==> src/rtl/cpu_pkg.sv <==
// rtl/cpu_pkg.sv - shared encodings for the RV32I multicycle control path
// Purpose: FSM state enum, ALU operation codes, opcodes, mux select encodings
// and ALU decoder op classes. The ALU imports the same codes so both ends agree.
// No ports (package).
package cpu_pkg;

    typedef enum logic [3:0] {
        S_FETCH,
        S_DECODE,
        S_EXEC_R,
        S_EXEC_I,
        S_ALU_WB,
        S_MEM_ADDR,
        S_MEM_RD,
        S_MEM_WB,
        S_MEM_WR,
        S_BRANCH,
        S_JAL,
        S_LUI,
        S_AUIPC,
        S_ILLEGAL
    } state_t;

    // Operation class handed to the ALU decoder; only R/I/BRANCH look at funct bits.
    typedef enum logic [2:0] {
        OPC_ADD,
        OPC_PASS_B,
        OPC_R,
        OPC_I,
        OPC_BRANCH
    } op_class_t;

    localparam logic [3:0] ALU_ADD    = 4'b0000;
    localparam logic [3:0] ALU_SUB    = 4'b0111;
    localparam logic [3:0] ALU_SLT    = 4'b0100;
    localparam logic [3:0] ALU_SLTU   = 4'b1100;
    localparam logic [3:0] ALU_AND    = 4'b0010;
    localparam logic [3:0] ALU_OR     = 4'b0001;
    localparam logic [3:0] ALU_XOR    = 4'b1001;
    localparam logic [3:0] ALU_PASS_B = 4'b0110;
    localparam logic [3:0] ALU_SLL    = 4'b1000;
    localparam logic [3:0] ALU_SRL    = 4'b1010;
    localparam logic [3:0] ALU_SRA    = 4'b1110;
    localparam logic [3:0] ALU_GE     = 4'b1011;
    localparam logic [3:0] ALU_EQ     = 4'b1111;

    localparam logic [6:0] OP_R      = 7'b0110011;
    localparam logic [6:0] OP_I      = 7'b0010011;
    localparam logic [6:0] OP_LOAD   = 7'b0000011;
    localparam logic [6:0] OP_STORE  = 7'b0100011;
    localparam logic [6:0] OP_BRANCH = 7'b1100011;
    localparam logic [6:0] OP_JAL    = 7'b1101111;
    localparam logic [6:0] OP_LUI    = 7'b0110111;
    localparam logic [6:0] OP_AUIPC  = 7'b0010111;

    localparam logic [1:0] SRC_A_PC     = 2'd0;
    localparam logic [1:0] SRC_A_OLD_PC = 2'd1;
    localparam logic [1:0] SRC_A_RS1    = 2'd2;

    localparam logic [1:0] SRC_B_RS2    = 2'd0;
    localparam logic [1:0] SRC_B_IMM    = 2'd1;
    localparam logic [1:0] SRC_B_FOUR   = 2'd2;

    localparam logic [1:0] RES_ALUOUT   = 2'd0;
    localparam logic [1:0] RES_MEM      = 2'd1;
    localparam logic [1:0] RES_ALU      = 2'd2;

    // Branch decision from the ALU zero flag; the ALU code chosen per funct3
    // makes ZERO mean either "condition true" or "condition false".
    function automatic logic branch_taken(input logic [2:0] funct3, input logic zero);
        case (funct3)
            3'b000, 3'b001, 3'b111: branch_taken = zero;
            3'b100, 3'b101, 3'b110: branch_taken = !zero;
            default:                branch_taken = 1'b0;
        endcase
    endfunction

endpackage

==> src/rtl/alu_decoder.sv <==
// rtl/alu_decoder.sv - combinational ALU operation decoder
// Purpose: maps op class, funct3 and funct7[5] to the 4-bit ALU code.
// Ports: op_class (in), funct3 (in, 3), funct7_5 (in, 1), alu_control (out, 4).
module alu_decoder
    import cpu_pkg::*;
(
    input  op_class_t   op_class,
    input  logic [2:0]  funct3,
    input  logic        funct7_5,
    output logic [3:0]  alu_control
);

    logic [3:0] arith_code;

    // Shared R/I arithmetic table; SUB only exists for register-register ops.
    always_comb begin
        arith_code = ALU_ADD;
        case (funct3)
            3'b000: arith_code = (op_class == OPC_R && funct7_5) ? ALU_SUB : ALU_ADD;
            3'b001: arith_code = ALU_SLL;
            3'b010: arith_code = ALU_SLT;
            3'b011: arith_code = ALU_SLTU;
            3'b100: arith_code = ALU_XOR;
            3'b101: arith_code = funct7_5 ? ALU_SRA : ALU_SRL;
            3'b110: arith_code = ALU_OR;
            3'b111: arith_code = ALU_AND;
            default: arith_code = ALU_ADD;
        endcase
    end

    always_comb begin
        alu_control = ALU_ADD;
        case (op_class)
            OPC_ADD:    alu_control = ALU_ADD;
            OPC_PASS_B: alu_control = ALU_PASS_B;
            OPC_R,
            OPC_I:      alu_control = arith_code;
            OPC_BRANCH: begin
                case (funct3)
                    3'b000:  alu_control = ALU_SUB;
                    3'b001:  alu_control = ALU_EQ;
                    3'b100:  alu_control = ALU_SLT;
                    3'b101:  alu_control = ALU_GE;
                    3'b110,
                    3'b111:  alu_control = ALU_SLTU;
                    default: alu_control = ALU_ADD;
                endcase
            end
            default:    alu_control = ALU_ADD;
        endcase
    end

endmodule

==> src/rtl/control_multiciclo.sv <==
// rtl/control_multiciclo.sv - multicycle RV32I control FSM
// Purpose: sequences fetch/decode/execute/memory/writeback, drives ALU code,
// datapath mux selects and strobes, counts retired instructions.
// Ports: CLK, RESET (sync, active high), INSTR[31:0], ZERO, MEM_READY in;
// ALU_CONTROL[3:0], ALU_SRC_A[1:0], ALU_SRC_B[1:0], RESULT_SRC[1:0], ADDR_SRC,
// IR_WRITE, PC_WRITE, REG_WRITE, MEM_READ, MEM_WRITE, INSTR_CNT out.
// Build option: ILLEGAL_TRAP_EN makes ILLEGAL terminal and adds the ILLEGAL output.
module control_multiciclo
    import cpu_pkg::*;
#(
    parameter bit RESET_PC_SEL = 1'b0,
    parameter int INSTR_CNT_W  = 32
)
(
    input  logic                   CLK,
    input  logic                   RESET,
    input  logic [31:0]            INSTR,
    input  logic                   ZERO,
    input  logic                   MEM_READY,
    output logic [3:0]             ALU_CONTROL,
    output logic [1:0]             ALU_SRC_A,
    output logic [1:0]             ALU_SRC_B,
    output logic [1:0]             RESULT_SRC,
    output logic                   ADDR_SRC,
    output logic                   IR_WRITE,
    output logic                   PC_WRITE,
    output logic                   REG_WRITE,
    output logic                   MEM_READ,
    output logic                   MEM_WRITE,
    output logic [INSTR_CNT_W-1:0] INSTR_CNT
`ifdef ILLEGAL_TRAP_EN
    ,
    output logic                   ILLEGAL
`endif
);

    state_t     state;
    state_t     next_state;
    op_class_t  op_class;
    logic [3:0] dec_alu;

    logic [6:0] opcode;
    logic [2:0] funct3;
    logic       funct7_5;
    logic       unused_instr_bits;

    assign opcode   = INSTR[6:0];
    assign funct3   = INSTR[14:12];
    assign funct7_5 = INSTR[30];
    assign unused_instr_bits = ^{INSTR[31], INSTR[29:15], INSTR[11:7]};

    alu_decoder u_alu_decoder (
        .op_class    (op_class),
        .funct3      (funct3),
        .funct7_5    (funct7_5),
        .alu_control (dec_alu)
    );

    // Reset forces ADD so the ALU sees a quiet code while the FSM recovers.
    assign ALU_CONTROL = RESET ? ALU_ADD : dec_alu;

`ifdef ILLEGAL_TRAP_EN
    assign ILLEGAL = (state == S_ILLEGAL);
`endif

    always_ff @(posedge CLK) begin
        if (RESET) begin
            state     <= S_FETCH;
            INSTR_CNT <= '0;
        end else begin
            state <= next_state;
            // Every instruction, including an illegal NOP, ends by re-entering FETCH.
            if (state != S_FETCH && next_state == S_FETCH)
                INSTR_CNT <= INSTR_CNT + 1'b1;
        end
    end

    always_comb begin
        next_state = state;
        op_class   = OPC_ADD;
        ALU_SRC_A  = SRC_A_PC;
        ALU_SRC_B  = SRC_B_RS2;
        RESULT_SRC = RES_ALUOUT;
        ADDR_SRC   = 1'b0;
        IR_WRITE   = 1'b0;
        PC_WRITE   = 1'b0;
        REG_WRITE  = 1'b0;
        MEM_READ   = 1'b0;
        MEM_WRITE  = 1'b0;

        case (state)
            S_FETCH: begin
                MEM_READ  = 1'b1;
                ADDR_SRC  = RESET_PC_SEL;
                ALU_SRC_A = SRC_A_PC;
                ALU_SRC_B = SRC_B_FOUR;
                IR_WRITE  = MEM_READY;
                PC_WRITE  = MEM_READY;
                if (MEM_READY)
                    next_state = S_DECODE;
            end
            S_DECODE: begin
                // Precompute PC-relative target into ALUOUT for branch/JAL.
                ALU_SRC_A = SRC_A_OLD_PC;
                ALU_SRC_B = SRC_B_IMM;
                case (opcode)
                    OP_R:               next_state = S_EXEC_R;
                    OP_I:               next_state = S_EXEC_I;
                    OP_LOAD, OP_STORE:  next_state = S_MEM_ADDR;
                    OP_BRANCH:          next_state = S_BRANCH;
                    OP_JAL:             next_state = S_JAL;
                    OP_LUI:             next_state = S_LUI;
                    OP_AUIPC:           next_state = S_AUIPC;
                    default:            next_state = S_ILLEGAL;
                endcase
            end
            S_EXEC_R: begin
                ALU_SRC_A  = SRC_A_RS1;
                ALU_SRC_B  = SRC_B_RS2;
                op_class   = OPC_R;
                next_state = S_ALU_WB;
            end
            S_EXEC_I: begin
                ALU_SRC_A  = SRC_A_RS1;
                ALU_SRC_B  = SRC_B_IMM;
                op_class   = OPC_I;
                next_state = S_ALU_WB;
            end
            S_ALU_WB: begin
                REG_WRITE  = 1'b1;
                RESULT_SRC = RES_ALUOUT;
                next_state = S_FETCH;
            end
            S_MEM_ADDR: begin
                ALU_SRC_A  = SRC_A_RS1;
                ALU_SRC_B  = SRC_B_IMM;
                next_state = (opcode == OP_STORE) ? S_MEM_WR : S_MEM_RD;
            end
            S_MEM_RD: begin
                MEM_READ = 1'b1;
                ADDR_SRC = 1'b1;
                if (MEM_READY)
                    next_state = S_MEM_WB;
            end
            S_MEM_WB: begin
                REG_WRITE  = 1'b1;
                RESULT_SRC = RES_MEM;
                next_state = S_FETCH;
            end
            S_MEM_WR: begin
                MEM_WRITE = 1'b1;
                ADDR_SRC  = 1'b1;
                if (MEM_READY)
                    next_state = S_FETCH;
            end
            S_BRANCH: begin
                ALU_SRC_A  = SRC_A_RS1;
                ALU_SRC_B  = SRC_B_RS2;
                RESULT_SRC = RES_ALUOUT;
                op_class   = OPC_BRANCH;
                PC_WRITE   = branch_taken(funct3, ZERO);
                next_state = S_FETCH;
            end
            S_JAL: begin
                // PC takes the registered target via ALUOUT while the live ALU
                // computes OLD_PC + 4 for rd, so the result mux shows the ALU.
                PC_WRITE   = 1'b1;
                REG_WRITE  = 1'b1;
                ALU_SRC_A  = SRC_A_OLD_PC;
                ALU_SRC_B  = SRC_B_FOUR;
                RESULT_SRC = RES_ALU;
                next_state = S_FETCH;
            end
            S_LUI: begin
                ALU_SRC_B  = SRC_B_IMM;
                op_class   = OPC_PASS_B;
                RESULT_SRC = RES_ALU;
                REG_WRITE  = 1'b1;
                next_state = S_FETCH;
            end
            S_AUIPC: begin
                ALU_SRC_A  = SRC_A_OLD_PC;
                ALU_SRC_B  = SRC_B_IMM;
                RESULT_SRC = RES_ALU;
                REG_WRITE  = 1'b1;
                next_state = S_FETCH;
            end
            S_ILLEGAL: begin
`ifdef ILLEGAL_TRAP_EN
                next_state = S_ILLEGAL;
`else
                next_state = S_FETCH;
`endif
            end
            default: next_state = S_FETCH;
        endcase

        // The reset cycle must not disturb the datapath even if the FSM was
        // mid-instruction.
        if (RESET) begin
            ALU_SRC_A  = SRC_A_PC;
            ALU_SRC_B  = SRC_B_RS2;
            RESULT_SRC = RES_ALUOUT;
            ADDR_SRC   = RESET_PC_SEL;
            IR_WRITE   = 1'b0;
            PC_WRITE   = 1'b0;
            REG_WRITE  = 1'b0;
            MEM_READ   = 1'b0;
            MEM_WRITE  = 1'b0;
        end
    end

endmodule
==> config.mk <==
export PLATFORM = sky130hd
export DESIGN_NAME = control_multiciclo
export DESIGN_NICKNAME = d
export VERILOG_FILES = /design/src/rtl/cpu_pkg.sv /design/src/rtl/alu_decoder.sv /design/src/rtl/control_multiciclo.sv
export SDC_FILE = /design/constraint.sdc
export NUM_CORES = 1
export LEC_CHECK = 0
export ABC_AREA = 0
export BUFFER_PORTS_ARGS = -buffer_cell sky130_fd_sc_hd__buf_2
export CAP_MARGIN = 25
export CELL_PAD_IN_SITES_DETAIL_PLACEMENT = 1
export CELL_PAD_IN_SITES_GLOBAL_PLACEMENT = 1
export CORE_AREA = 2 2 84 86
export CTS_BUF_LIST = sky130_fd_sc_hd__clkbuf_8
export DETAILED_ROUTE_END_ITERATION = 10
export DIE_AREA = 0 0 86 88
export GPL_TIMING_DRIVEN = 0
export PLACE_DENSITY_LB_ADDON = 0.05
export SYNTH_ARGS = -nofsm -noshare
export SYNTH_HDL_FRONTEND = slang
export SYNTH_SLANG_ARGS = --single-unit
==> constraint.sdc <==
create_clock -name CLK -period 2.8 [get_ports CLK]
set_input_delay 0.56 -clock CLK [delete_from_list [all_inputs] [get_ports CLK]]
set_output_delay 0.56 -clock CLK [all_outputs]
set_load 0.05 [all_outputs]
==> impl_metrics.ini, run 1 <==
[worst_setup_path]
slowest_delay_ns = 0.44
required_ns = 2.24
critPathSlowestCell = dfxtp_1
cp-start-kind = flip-flop
worstPathCellList = clkbuf_4, nor2b_1, clkbuf_2, nand2_1, o22ai_1, a22oi_1, nor2_1, buf_2
cp_max_fo = 10
end_kind = output pin
cp_data_arrival_time_ns = 2.05
crit_type = reg -> out

[clocking]
root_buffer = clkbuf_8
cts.sinks = 36
numCtsBuffers = 5
cts_tree = done
path_clk_slew_ns = 0.07
cts_buffer_depth = 2
h-tree-depth = 2
hold_buffers = 0
clkLatencyLatePin_ns = 0.29

[timing]
hold_viol_final = 0
finalSetupTns_ns = 0
drv_slew = 0
worst_slew_pin_slew_ns = 0.567
final.setup.worst_slack_ns = 0.189
rsz0062_at_grt = false
period_share_pct = 93.2
setup_viol = 0
skew_ns = 0.00827
fmax_mhz = 383
finalWorstPathRequiredPeriod_ns = 2.61
fin_hold_ws_ns = 0.524
relSlewSlack_pct = 62.2

[place]
dp_cells = 462
hpwl_um = 5260
place_area_um2 = 2850
post-place-ws_ns = 0.0485
portBuffers = 61
gp_congestion = 0.765

[drt]
drc = 0
vias = 2523
wl_per_cell_um = 14.5
drt-total-wl_um = 6810
drt_iter0_drc = 68
final_antenna_net_count = 0
routed_via_density = 5.37
firstDrtPassIters = 4

[global_route]
grt_max_degree = 11
grt_pass1_wl_um = 11500
grtUsageTotal_pct = 18.9
grt_overflow = 0
grt_pass1_vias = 2331
antenna_found_initial = 0

[yosys]
synth_top_area_share_pct = 29.7
synth_edf_count = 0
synth-seq-cells = 36
yosys_warnings = 0
async_reset_ff_share_pct = 0
synth_seq_area_share_pct = 29.7
yosysUniqueCellTypes = 57
synth_ff_type = dfxtp_1
syn_avg_cell_area_um2 = 7.55
synth_area_leaders = dfxtp_1, xnor2_1, nor2_1
syn_inst = 321
netlist_area_um2 = 2420
synth_area_leader_cell = dfxtp_1
syn-num-nets = 358

[pwr]
ir_worst_vdd_mv = 0.265
finalPower_mw = 1.36
p_per_area_nw_per_um2 = 459
pwr-share-clk_pct = 25.9
power_switching_uw = 536
p_int_uw = 823
swShare_pct = 39.4
seqPwrFrac_pct = 39.8
leakage_nw = 1.13
combPwrFrac_pct = 34.2

[final_layout]
nNetsFinal = 427
seq_area_um2 = 721
design_area_um2 = 2970
layout_common_cells = buf_2, nor2_1, dfxtp_1
final_cell_count_no_fill = 470
final_util_pct = 44.6
antenna_cells = 0
drive_gt1_share_pct = 25.9
nFillCells = 871
area_growth_pct = 22.3
multi_input_area_um2 = 1610
final_common_cell = buf_2

[floorplanning]
fp.dieW_um = 86
start_util_pct = 36.5
die_y_um = 88
io_pins = 84
dieArea_um2 = 7570
rows = 30
core_area_um2 = 6640

[worst_hold_path]
hold_class = reg -> reg

[run]
maxCapViolations = 0

[outcome]
status = finished, final reports clean
## flip-flops by register name (all words and copies together), names as in the netlist
signal     flops
INSTR_CNT     32
state          4
## per-layer routing
layer | vias up | track usage [%] | share of wire [%]
met2 | 44 | 29.0 | 43
li1 | 1269 | - | -
met4 | 0 | 4.76 | 0.97
met1 | 1203 | 27.6 | 52
met5 | - | 0 | 0
met3 | 7 | 2.83 | 3.9
## cells in the mapped netlist (all sizes together) (2+ instances only)
cell type  instances
a21o               3
mux2i              2
xor2               2
dfxtp             36
nand3b             2
xnor2             23
or3                5
nand4bb            2
nor3b              3
nand2             26
nand2b             2
or4b               2
a211oi             3
nor2b              9
nand4              9
nor4               4
and3               7
nand3             14
clkbuf            12
inv                9
a21oi             22
buf                9
o21ai             13
nor3              29
o21a               2
nor2              48
## what timing repair did
action / in CTS / in global routing
gates resized for setup: 5 / 9
pin swaps: 0 / 1
endpoints found under the setup margin: 4 / 4
setup buffers: 0 / 1
## path summary, 6_finish.rpt
check	startpoint	end	slack [ns]	depth (start not counted)
setup / recovery	state[3]	ALU_CONTROL[3]	0.19	8
hold / removal	INSTR_CNT[31]	INSTR_CNT[31]	0.52	2
setup reg to reg	INSTR_CNT[11]	INSTR_CNT[31]	0.44	7
hold reg to reg	INSTR_CNT[31]	INSTR_CNT[31]	0.52	2
## area by class of cell
cell class | instances | area share [%]
Tap cell | 80 | 3.38
Clock inverter | 2 | 0.295
Inverter | 9 | 1.14
Buffer | 21 | 3.50
Sequential cell | 36 | 24.3
Multi-Input combinational cell | 255 | 54.4
Timing Repair Buffer | 62 | 10.6
Clock buffer | 5 | 2.32
## cell families after synthesis
group	count (synthesis)	share of synthesized area, %
AND/OR/NAND/NOR	170	38.8
AO/OA/AOI/OAI	56	15.3
flip-flops	36	29.7
buffers and inverters	30	5.37
XOR/XNOR	25	9.03
multiplexers	3	1.29
adder cells (fa/ha/maj)	1	0.516
## power by group through the flow
| stage | logic [mW] | clock network (mW) | registers [mW] |
|---|---|---|---|
| 6_report | 0.466 | 0.353 | 0.542 |
| 5_1_grt | 0.510 | 0.384 | 0.545 |
| 4_1_cts | 0.463 | 0.369 | 0.542 |
| 3_5_place_dp | 0.459 | 0 | 0.554 |
| 3_3_place_gp | 0.458 | 0 | 0.552 |
| 2_1_floorplan | 0.318 | 0 | 0.576 |
## worst max-delay path, delay by kind of cell (launching register included)
kind | cells | cell delay, ns
AO/OA/AOI/OAI | 2 | 0.25
buffers and inverters | 3 | 0.72
flip-flops | 1 | 0.44
AND/OR/NAND/NOR | 3 | 0.34
(Power assumes the default switching activity.)
==> inputs of run 2 (changes only) <==
--- a/config.mk
+++ b/config.mk
@@ -14,6 +14,7 @@
 export CTS_BUF_LIST = sky130_fd_sc_hd__clkbuf_8
 export DETAILED_ROUTE_END_ITERATION = 10
 export DIE_AREA = 0 0 86 88
+export GPL_ROUTABILITY_DRIVEN = 0
 export GPL_TIMING_DRIVEN = 0
 export PLACE_DENSITY_LB_ADDON = 0.05
 export SYNTH_ARGS = -nofsm -noshare
==> constraint.sdc (replaced) <==
create_clock -name CLK -period 2.8 [get_ports CLK]
set_input_delay 0.42 -clock CLK [delete_from_list [all_inputs] [get_ports CLK]]
set_output_delay 0.42 -clock CLK [all_outputs]
set_load 0.05 [all_outputs]
==> impl_metrics.ini, run 2 (synthesized netlist as in run 1, its figures left out) <==
[final_layout]
largest_register_ffs = 32
nFillCells = 867
top_register = INSTR_CNT
antenna_cells = 0
area_growth_pct = 20.6
final_cell_count_no_fill = 469
layout_common_cells = buf_2, nor2_1, dfxtp_1
final_common_cell = buf_2
seq_area_um2 = 721
nNetsFinal = 426
drive_gt1_share_pct = 24.4
reg_top3 = INSTR_CNT x32, state x4
multi_input_area_um2 = 1590

[worst_setup_path]
cp_max_fo = 10
cp_data_arrival_time_ns = 2.20
required_ns = 2.38
crit_type = reg -> out
end_kind = output pin
cp-start-kind = flip-flop

[global_route]
grt_overflow = 0
use_met2_pct = 29.3
grt_pass1_vias = 2381
busiest_layer = met2
antenna_found_initial = 0
gr-usage-met3_pct = 3.30
met1_usage_pct = 27.5
grtUsageTotal_pct = 18.9
grt_pass1_wl_um = 11600
grt_max_degree = 11

[timing]
fin_hold_ws_ns = 0.515
fmax_mhz = 381
skew_ns = 0.00919
finalWorstPathRequiredPeriod_ns = 2.62
drv_slew = 0
worst_slew_pin_slew_ns = 0.561
period_share_pct = 93.7
hold_viol_final = 0
setup_viol = 0
relSlewSlack_pct = 62.6
finalSetupTns_ns = 0
final.setup.worst_slack_ns = 0.177

[clocking]
root_buffer = clkbuf_8
h-tree-depth = 2
hold_buffers = 0
cts_tree = done
cts.sinks = 36
numCtsBuffers = 5
clkLatencyLatePin_ns = 0.29
path_clk_slew_ns = 0.07
cts_buffer_depth = 2

[floorplanning]
die_y_um = 88
fp.dieW_um = 86
io_pins = 84
rows = 30
start_util_pct = 36.5
dieArea_um2 = 7570
core_area_um2 = 6640

[place]
post-place-ws_ns = 0.263
hpwl_um = 5310
portBuffers = 61
dp_cells = 462

[drt]
final_antenna_net_count = 0
firstDrtPassIters = 4
drt_iter0_drc = 114
routed_via_density = 5.28
drt-total-wl_um = 6910
vias = 2477
drc = 0
wl_per_cell_um = 14.7

[outcome]
status = finished, final reports clean

[pwr]
ir_worst_vdd_mv = 0.220
p_per_area_nw_per_um2 = 462
leakage_nw = 1.12

[worst_hold_path]
hold_class = reg -> reg

[run]
maxCapViolations = 0
## run 2: worst max-delay path, cell delays in order (launching register included)
cell	delay, ns
dfxtp_1	0.35
buf_2	0.23
nor2b_2	0.26
nand2b_1	0.20
nor3_2	0.26
a21oi_1	0.06
nor3_1	0.18
a21oi_1	0.06
nor2_1	0.08
clkbuf_4	0.23
## run 2: final cells by class
class                           count  area share, %
Clock buffer                        5           2.35
Clock inverter                      2          0.300
Tap cell                           80           3.42
Sequential cell                    36           24.6
Multi-Input combinational cell    255           54.3
Timing Repair Buffer               61           10.5
Buffer                             21           3.34
Inverter                            9           1.16
## run 2: report_power, final
part	switching [mW]	leakage (nW)	internal, mW
clock network	0.184	0.0452	0.166
logic	0.333	0.783	0.127
registers	0.0155	0.291	0.526
total	0.533	1.12	0.819
## run 2: per-layer routing
layer	routed length, um	up-vias
met3	271	8
met4	44	0
met2	3040	45
met5	0	-
li1	-	1270
met1	3550	1154
## run 2: worst paths after layout
kind / start / end / slack, ns / cells past startpoint
max: state[1] / ALU_CONTROL[1] / 0.18 / 9
min: INSTR_CNT[30] / INSTR_CNT[30] / 0.51 / 2
max reg2reg: state[3] / INSTR_CNT[22] / 0.41 / 7
min reg2reg: INSTR_CNT[30] / INSTR_CNT[30] / 0.51 / 2
## run 2: timing repair
item                       in CTS  in global routing
setup endpoints to repair       1                  5
gates resized for setup         1                  4
setup buffers                   0                  0
pin swaps                       0                  0
## run 2: metrics by stage
step	power, mW	util [%]	instance area [um2]
after detailed placement	1.01	42.7	2840
after CTS	1.37	43.9	2920
after floorplan	0.891	-	2430
after global placement	1.01	42.7	2840
final	1.35	44.0	2920
after global routing	1.43	44.0	2920
